### config.mk
export PLATFORM = sky130hd
export DESIGN_NAME = pipeline_hazard_ctrl
export DESIGN_NICKNAME = d
export VERILOG_FILES = /design/src/rtl/pipeline_hazard_ctrl.sv
export SDC_FILE = /design/constraint.sdc
export NUM_CORES = 1
export LEC_CHECK = 0
export ABC_AREA = 1
export ABC_CLOCK_PERIOD_IN_PS = 1890
export BUFFER_PORTS_ARGS = -buffer_cell sky130_fd_sc_hd__buf_2
export CAP_MARGIN = 20
export CORE_AREA = 10 10 89 91
export DETAILED_ROUTE_END_ITERATION = 16
export DIE_AREA = 0 0 99 101
export GPL_ROUTABILITY_DRIVEN = 1
export PLACE_DENSITY_LB_ADDON = 0.3
export SYNTH_ARGS = -nofsm -noshare
export SYNTH_HDL_FRONTEND = slang
export SYNTH_SLANG_ARGS = --single-unit
export TNS_END_PERCENT = 10
### constraint.sdc
create_clock -name clk -period 1.89 [get_ports clk]
set_clock_uncertainty 0.2 [all_clocks]
set_input_delay 0.0945 -clock clk [delete_from_list [all_inputs] [get_ports clk]]
set_output_delay 0.0945 -clock clk [all_outputs]
set_load 0.01 [all_outputs]
### src/rtl/pipeline_hazard_ctrl.sv
// Pipeline stall/flush sequencer: load-use bubbles, taken-branch flushes, data memory
// wait freezes with timeout, and saturating stall/flush performance counters.
module pipeline_hazard_ctrl #(
    parameter int unsigned REG_ADDR_W  = 5,
    parameter int unsigned MEM_TIMEOUT = 15,
    parameter int unsigned CNT_W       = 16
) (
    input  logic                  clk,
    input  logic                  reset,
    input  logic                  idex_memread_i,
    input  logic [REG_ADDR_W-1:0] idex_rd_i,
    input  logic [REG_ADDR_W-1:0] ifid_rs1_i,
    input  logic [REG_ADDR_W-1:0] ifid_rs2_i,
    input  logic                  exmem_branch_i,
    input  logic                  exmem_zero_i,
    input  logic                  exmem_memread_i,
    input  logic                  exmem_memwrite_i,
    input  logic                  mem_ready_i,
    output logic                  mem_req_o,
    output logic                  pc_write_o,
    output logic                  pc_src_o,
    output logic                  ifid_write_o,
    output logic                  ifid_flush_o,
    output logic                  idex_write_o,
    output logic                  idex_flush_o,
    output logic                  exmem_hold_o,
    output logic                  memwb_bubble_o,
    output logic                  mem_timeout_err_o,
    output logic [CNT_W-1:0]      stall_count_o,
    output logic [CNT_W-1:0]      flush_count_o
);

    localparam int unsigned WaitW = $clog2(MEM_TIMEOUT + 1);
    localparam logic [WaitW-1:0] WaitLast = WaitW'(MEM_TIMEOUT - 1);
    localparam logic [CNT_W-1:0] CntMax = {CNT_W{1'b1}};

    typedef enum logic [1:0] {StRun, StMemWait, StError} state_e;

    state_e           state_q, state_d;
    logic [WaitW-1:0] wait_cnt_q, wait_cnt_d;
    logic [CNT_W-1:0] stall_cnt_q, stall_cnt_d;
    logic [CNT_W-1:0] flush_cnt_q, flush_cnt_d;

    logic in_err, mem_acc, freeze, taken, load_use, stall_inc;

    always_comb begin
        in_err  = (state_q == StError);
        mem_acc = exmem_memread_i | exmem_memwrite_i;
        freeze  = !in_err && mem_acc && !mem_ready_i;
        // EX/MEM is held during a freeze, so its branch is re-evaluated on release.
        taken   = !in_err && !freeze && exmem_branch_i && exmem_zero_i;
        load_use = !in_err && !freeze && !taken && idex_memread_i
                   && (idex_rd_i != '0)
                   && ((idex_rd_i == ifid_rs1_i) || (idex_rd_i == ifid_rs2_i));
        stall_inc = freeze | load_use | in_err;
    end

    always_comb begin
        mem_req_o      = 1'b0;
        pc_write_o     = 1'b1;
        pc_src_o       = 1'b0;
        ifid_write_o   = 1'b1;
        ifid_flush_o   = 1'b0;
        idex_write_o   = 1'b1;
        idex_flush_o   = 1'b0;
        exmem_hold_o   = 1'b0;
        memwb_bubble_o = 1'b0;
        if (!reset) begin
            if (in_err || freeze) begin
                pc_write_o     = 1'b0;
                ifid_write_o   = 1'b0;
                idex_write_o   = 1'b0;
                exmem_hold_o   = 1'b1;
                memwb_bubble_o = 1'b1;
            end else if (taken) begin
                pc_src_o     = 1'b1;
                ifid_flush_o = 1'b1;
                idex_flush_o = 1'b1;
            end else if (load_use) begin
                pc_write_o   = 1'b0;
                ifid_write_o = 1'b0;
                idex_flush_o = 1'b1;
            end
            if (!in_err) begin
                mem_req_o = mem_acc;
            end
        end
    end

    always_comb begin
        state_d    = state_q;
        wait_cnt_d = '0;
        unique case (state_q)
            StRun, StMemWait: begin
                if (freeze) begin
                    if (wait_cnt_q == WaitLast) begin
                        state_d = StError;
                    end else begin
                        state_d    = StMemWait;
                        wait_cnt_d = wait_cnt_q + 1'b1;
                    end
                end else begin
                    state_d = StRun;
                end
            end
            StError: state_d = StError;
            default: state_d = StRun;
        endcase

        stall_cnt_d = (stall_inc && stall_cnt_q != CntMax) ? stall_cnt_q + 1'b1 : stall_cnt_q;
        flush_cnt_d = (taken && flush_cnt_q != CntMax) ? flush_cnt_q + 1'b1 : flush_cnt_q;
    end

    always_ff @(posedge clk or posedge reset) begin
        if (reset) begin
            state_q     <= StRun;
            wait_cnt_q  <= '0;
            stall_cnt_q <= '0;
            flush_cnt_q <= '0;
        end else begin
            state_q     <= state_d;
            wait_cnt_q  <= wait_cnt_d;
            stall_cnt_q <= stall_cnt_d;
            flush_cnt_q <= flush_cnt_d;
        end
    end

    assign mem_timeout_err_o = in_err;
    assign stall_count_o     = stall_cnt_q;
    assign flush_count_o     = flush_cnt_q;

endmodule

[Word-level counts from Yosys, hierarchy flattened]
Cells that the tools add are included.
Word-level totals
  flip-flop bits (word level): 38
  input bits: 23
  output and inout port bits: 42
  logic and storage cells: 60
Operators by class
  $add $sub $neg: 3
  equality and inequality tests: 7
  multiplexer cells: 23
  bitwise gates (word level): 3
  reductions and logical operators: 20
Operators with widths (count)
  adder 16 x 1 -> 16 bit, second input constant: 2
  inequality test 16 bit, second input constant: 2
  2-to-1 mux 1 bit: 17
  2-to-1 mux 4 bit: 3
  logical AND 1 bit: 11
  equality test 5 bit: 2
  nonzero test 5 bit: 1
  adder 4 x 1 -> 4 bit, second input constant: 1
  equality test 4 bit, second input constant: 1
  logical NOT 1 bit: 4
  2-to-1 mux 2 bit: 2
  one-hot mux 2 bit (2 select lines): 1
  OR 1 bit: 3
  equality test 2 x 1 -> 1 bit, second input constant: 1
  equality test 2 bit, second input constant: 1
  logical NOT 2 bit: 1
  logical OR 1 bit: 2
  OR reduction 2 bit: 1

[Logic depth before layout (Yosys ltp)]
  depth in word-level cells: 17
  mapped depth: 12
  depth with buffers taken out: 11

[Worst setup path before layout]
OpenSTA, ideal clock, no wires.
  path type: reg-to-reg
  start: register stall_cnt_q[0], in the netlist stall_count_o[0]
  end: register stall_cnt_q[10], in the netlist stall_count_o[10]
  setup time: 0.117 ns
  arrival: 1.653 ns
  slack: -0.081 ns
  cell stages (with the launch flop): 10
  path buffers: 1
  clock period less this slack: 1.971 ns
  cells stage by stage: dfrtp_1 ha_1 nand2_1 nor3b_2 nand2_2 nor2_4 nand4_4 buf_2 nand3_1 nand2_1
On the way
  longest elaborated chain between the ends: 2
RTL lines
  from (decl): line 41  | logic [CNT_W-1:0] stall_cnt_q, stall_cnt_d;
  from (signal assigned): line 123  | stall_cnt_q <= stall_cnt_d;
  parallel branches: the longest is 2 deep, another holds adder 16 x 1 -> 16 bit
Several ways; the timed one is not identified.
A chain may end at the register's enable or synchronous reset.

[Worst setup path in the final report]
  start: register flush_cnt_q[1], in the netlist flush_count_o[1]
  end: register flush_cnt_q[2], in the netlist flush_count_o[2]
On the way
  longest elaborated chain between the ends: 2
RTL lines
  from (decl): line 42  | logic [CNT_W-1:0] flush_cnt_q, flush_cnt_d;
  from (signal assigned): line 124  | flush_cnt_q <= flush_cnt_d;
  parallel branches: the longest is 2 deep, another holds adder 16 x 1 -> 16 bit
Several ways; the timed one is not identified.

==> out/results.tsv <==
metric	value	unit
grt_setup_unrepaired	yes	
boundaryPins	65	
cts_root_buf	sky130_fd_sc_hd__clkbuf_8	
place_congestion	0.8803	
ant_nets	0	
netlist-cell-type-count	25	
layout_min_cycle_time	1862	ps
cts_num_sinks	38	
dr_vias	2418	
critPathMaxFanout	8	
synth_warnings	0	
firstDrtPassIters	4	
top_cells_by_area_synth	sky130_fd_sc_hd__dfrtp_1 (40%), sky130_fd_sc_hd__nand2_1 (19%), sky130_fd_sc_hd__nand3_1 (7.3%)	
final_min_period_over_clock_period	0.9852	
floorplan.initialDensity	0.3866	
postSynthCellCount	340	
synth-seq-cells	38	
numPortBuffers	64	
via_count_of_the_first_global_routing_pass	2382	
clock.fmax	537.0	MHz
maxCapViolations	0	
timing.final.max_slew_violations	0	
power_density	459.8	mW/mm²
route.detailed.vias_per_inst	4.650	
report.final.setup_viol	0	
ff_latch_area	952.2	µm²
cpPeakStageDelay	390	ps
globalRouteTotalUtil	0.1279	
post-synth-top-count-cell	sky130_fd_sc_hd__nand2_1	
vdd_ir_drop_max	0.3442	mV
clkTransAtPathRegs	80	ps
flow.area_growth_from_synthesis	35.94	%
cts_buffers	5	
floorplan_row_count	29	
overflow_left_after_global_routing	0	
antenna_cells_inserted	0	
die_height	101	µm
die_x	99	µm
worstPathCellList	ha_2 > nand3_4 > nor3_4 > nand3_1 > nand2_2 > buf_6 > nor2_1 > xor2_1	
number_of_cells_in_the_design_after_placement	501	
tritoncts	yes	
postRouteWirelength	6.558	mm
outcome	complete, no violations	
synth.largest_area_cell	sky130_fd_sc_hd__dfrtp_1	
multi_input_combinational_cell_area	0.001349	mm²
htreeDepth	2	
proportion_of_layout_cells_with_a_drive_suffix_above_1	0.2980	
worst_ep_required_time	1860	ps
ys_dominant_reg_cell	sky130_fd_sc_hd__dfrtp_1	
crit_path_slowest_cell	sky130_fd_sc_hd__dfrtp_1	
mappedNetlistNets	365	
detail_route.wl_per_cell	12.61	µm
post_synth_edffs	0	
max-slew-margin-rel	0.6793	
netlist.area_leader.share	0.3965	
synth_seq_area_share	0.3965	
synth_area	0.002399	mm²
finalNetCount	467	
dpl.hpwl	4.974	mm
n_fill_cell	602	
cp_class	flop to flop	
antenna_violations_before_repair	0	
synth_async_sr_flop_share	1.000	
power.total	1.499	mW
worstHoldPathType	primary input to flop	
dr.first_iter.drc_count	119	
start_kind	flop	
dpl-instance-area	0.002975	mm²
power_leakage	1.775	nW
drt_drc_violations_left	0	
syn_area_per_cell	7.055	µm²
ff2ff_setup_slack	30	ps
synth.top_cells.by_count	sky130_fd_sc_hd__nand2_1 (120), sky130_fd_sc_hd__nor2_1 (46), sky130_fd_sc_hd__dfrtp_1 (38), sky130_fd_sc_hd__nand3_1 (35), sky130_fd_sc_hd__inv_1 (34)	
worst-endpoint-arrival	1840	ps
clockBufferDepth	2	
worst_hold_slack	129.9	ps
final_core_utilization	0.5255	
clock_latency	290	ps
design_area	0.003261	mm²
grt_max_degree	39	
setup.worst_path.end_class	flop	
final_non_filler_cells	520	
design.die.area	0.009999	mm²
finalHoldViolations	0	
global_route_wire_length_before_repair	10.82	mm
worst_slew_pin_slew	481.1	ps
core_region_area	0.006205	mm²
==> what timing repair did <==
item	4_1_cts	5_1_grt
endpoints found under the hold margin	41	0
resized for setup	4	18
hold buffers	2	0
pin swaps	0	8
cloned	0	0
setup buffers	2	7
setup endpoints to repair	19	39
==> registers in the layout, summed over array words and instances, names as in the netlist <==
signal,count
stall_count_o,16
state_q,2
wait_cnt_q,4
flush_count_o,16
==> metrics by stage <==
step | worst slack [ps] | setup TNS [ps]
2_1_floorplan | -45.91 | -447.1
3_3_place_gp | -5.497 | -25.69
3_5_place_dp | -51.32 | -598.2
4_1_cts | 3.092 | 0
5_1_grt | -28.39 | -84.72
6_report | 27.90 | 0
==> where the power goes <==
part           switching (mW)  total (mW)  internal (mW)
sequential                  0       0.812          0.812
clock                   0.297       0.590          0.293
combinational          0.0576      0.0970         0.0393
total                   0.355        1.50           1.14
==> final timing paths <==
check / from / cells past startpoint / endpoint
max in group asynchronous: reset / 4 / stall_count_o[0]
setup reg to reg: flush_count_o[1] / 8 / flush_count_o[2]
hold reg to reg: wait_cnt_q[0] / 1 / wait_cnt_q[0]
hold / removal: exmem_memread_i / 6 / state_q[1]
min in group asynchronous: reset / 4 / stall_count_o[15]
setup / recovery: flush_count_o[1] / 8 / flush_count_o[2]
==> metal layers <==
layer  wire, µm  track usage
met2       3063       0.2094
met4         76      0.04300
met5          0            0
met3        394      0.04047
met1       3023       0.1548
==> final cells by class <==
type,count,area share
clock buffers,6,0.02533
clock inverters,2,0.003837
inverters,35,0.04106
multi-input cells,259,0.4137
flip-flops and latches,38,0.2920
well taps,77,0.02955
repair buffers,103,0.1946
==> worst max-delay path: cells and delay by family, from the launching register on <==
kind          cells  cell delay [ps]
fa+ha+maj         1              220
flops             1              390
simple gates      5              660
buf+inv           1              160
xor+xnor          1              130
==> layout by cell type, fill, tap and decap left out, types with 2 or more instances in the layout <==
cell type	instances
sky130_fd_sc_hd__o21ai_0	2
sky130_fd_sc_hd__buf_4	35
sky130_fd_sc_hd__nor2_2	4
sky130_fd_sc_hd__nand4_1	3
sky130_fd_sc_hd__nand2_1	114
sky130_fd_sc_hd__nand3_1	34
sky130_fd_sc_hd__clkbuf_8	6
sky130_fd_sc_hd__dlygate4sd3_1	2
sky130_fd_sc_hd__a21oi_1	3
sky130_fd_sc_hd__dfrtp_1	37
sky130_fd_sc_hd__o21ai_1	3
sky130_fd_sc_hd__nand2_2	6
sky130_fd_sc_hd__buf_2	64
sky130_fd_sc_hd__nor2_1	42
sky130_fd_sc_hd__xor2_1	17
sky130_fd_sc_hd__nor3_1	6
sky130_fd_sc_hd__xnor2_1	12
sky130_fd_sc_hd__o21ai_2	2
sky130_fd_sc_hd__inv_1	34
==> logic make-up (layout without fill, tap and decap cells) <==
family,Yosys count,in the layout,share of synthesized area
fa+ha+maj,2,2,0.01043
simple gates,217,217,0.3865
compound gates,11,11,0.02347
xor+xnor,29,29,0.1059
flops,38,38,0.3965
buf+inv,43,146,0.07720
Power figures use the tool's default switching activity.
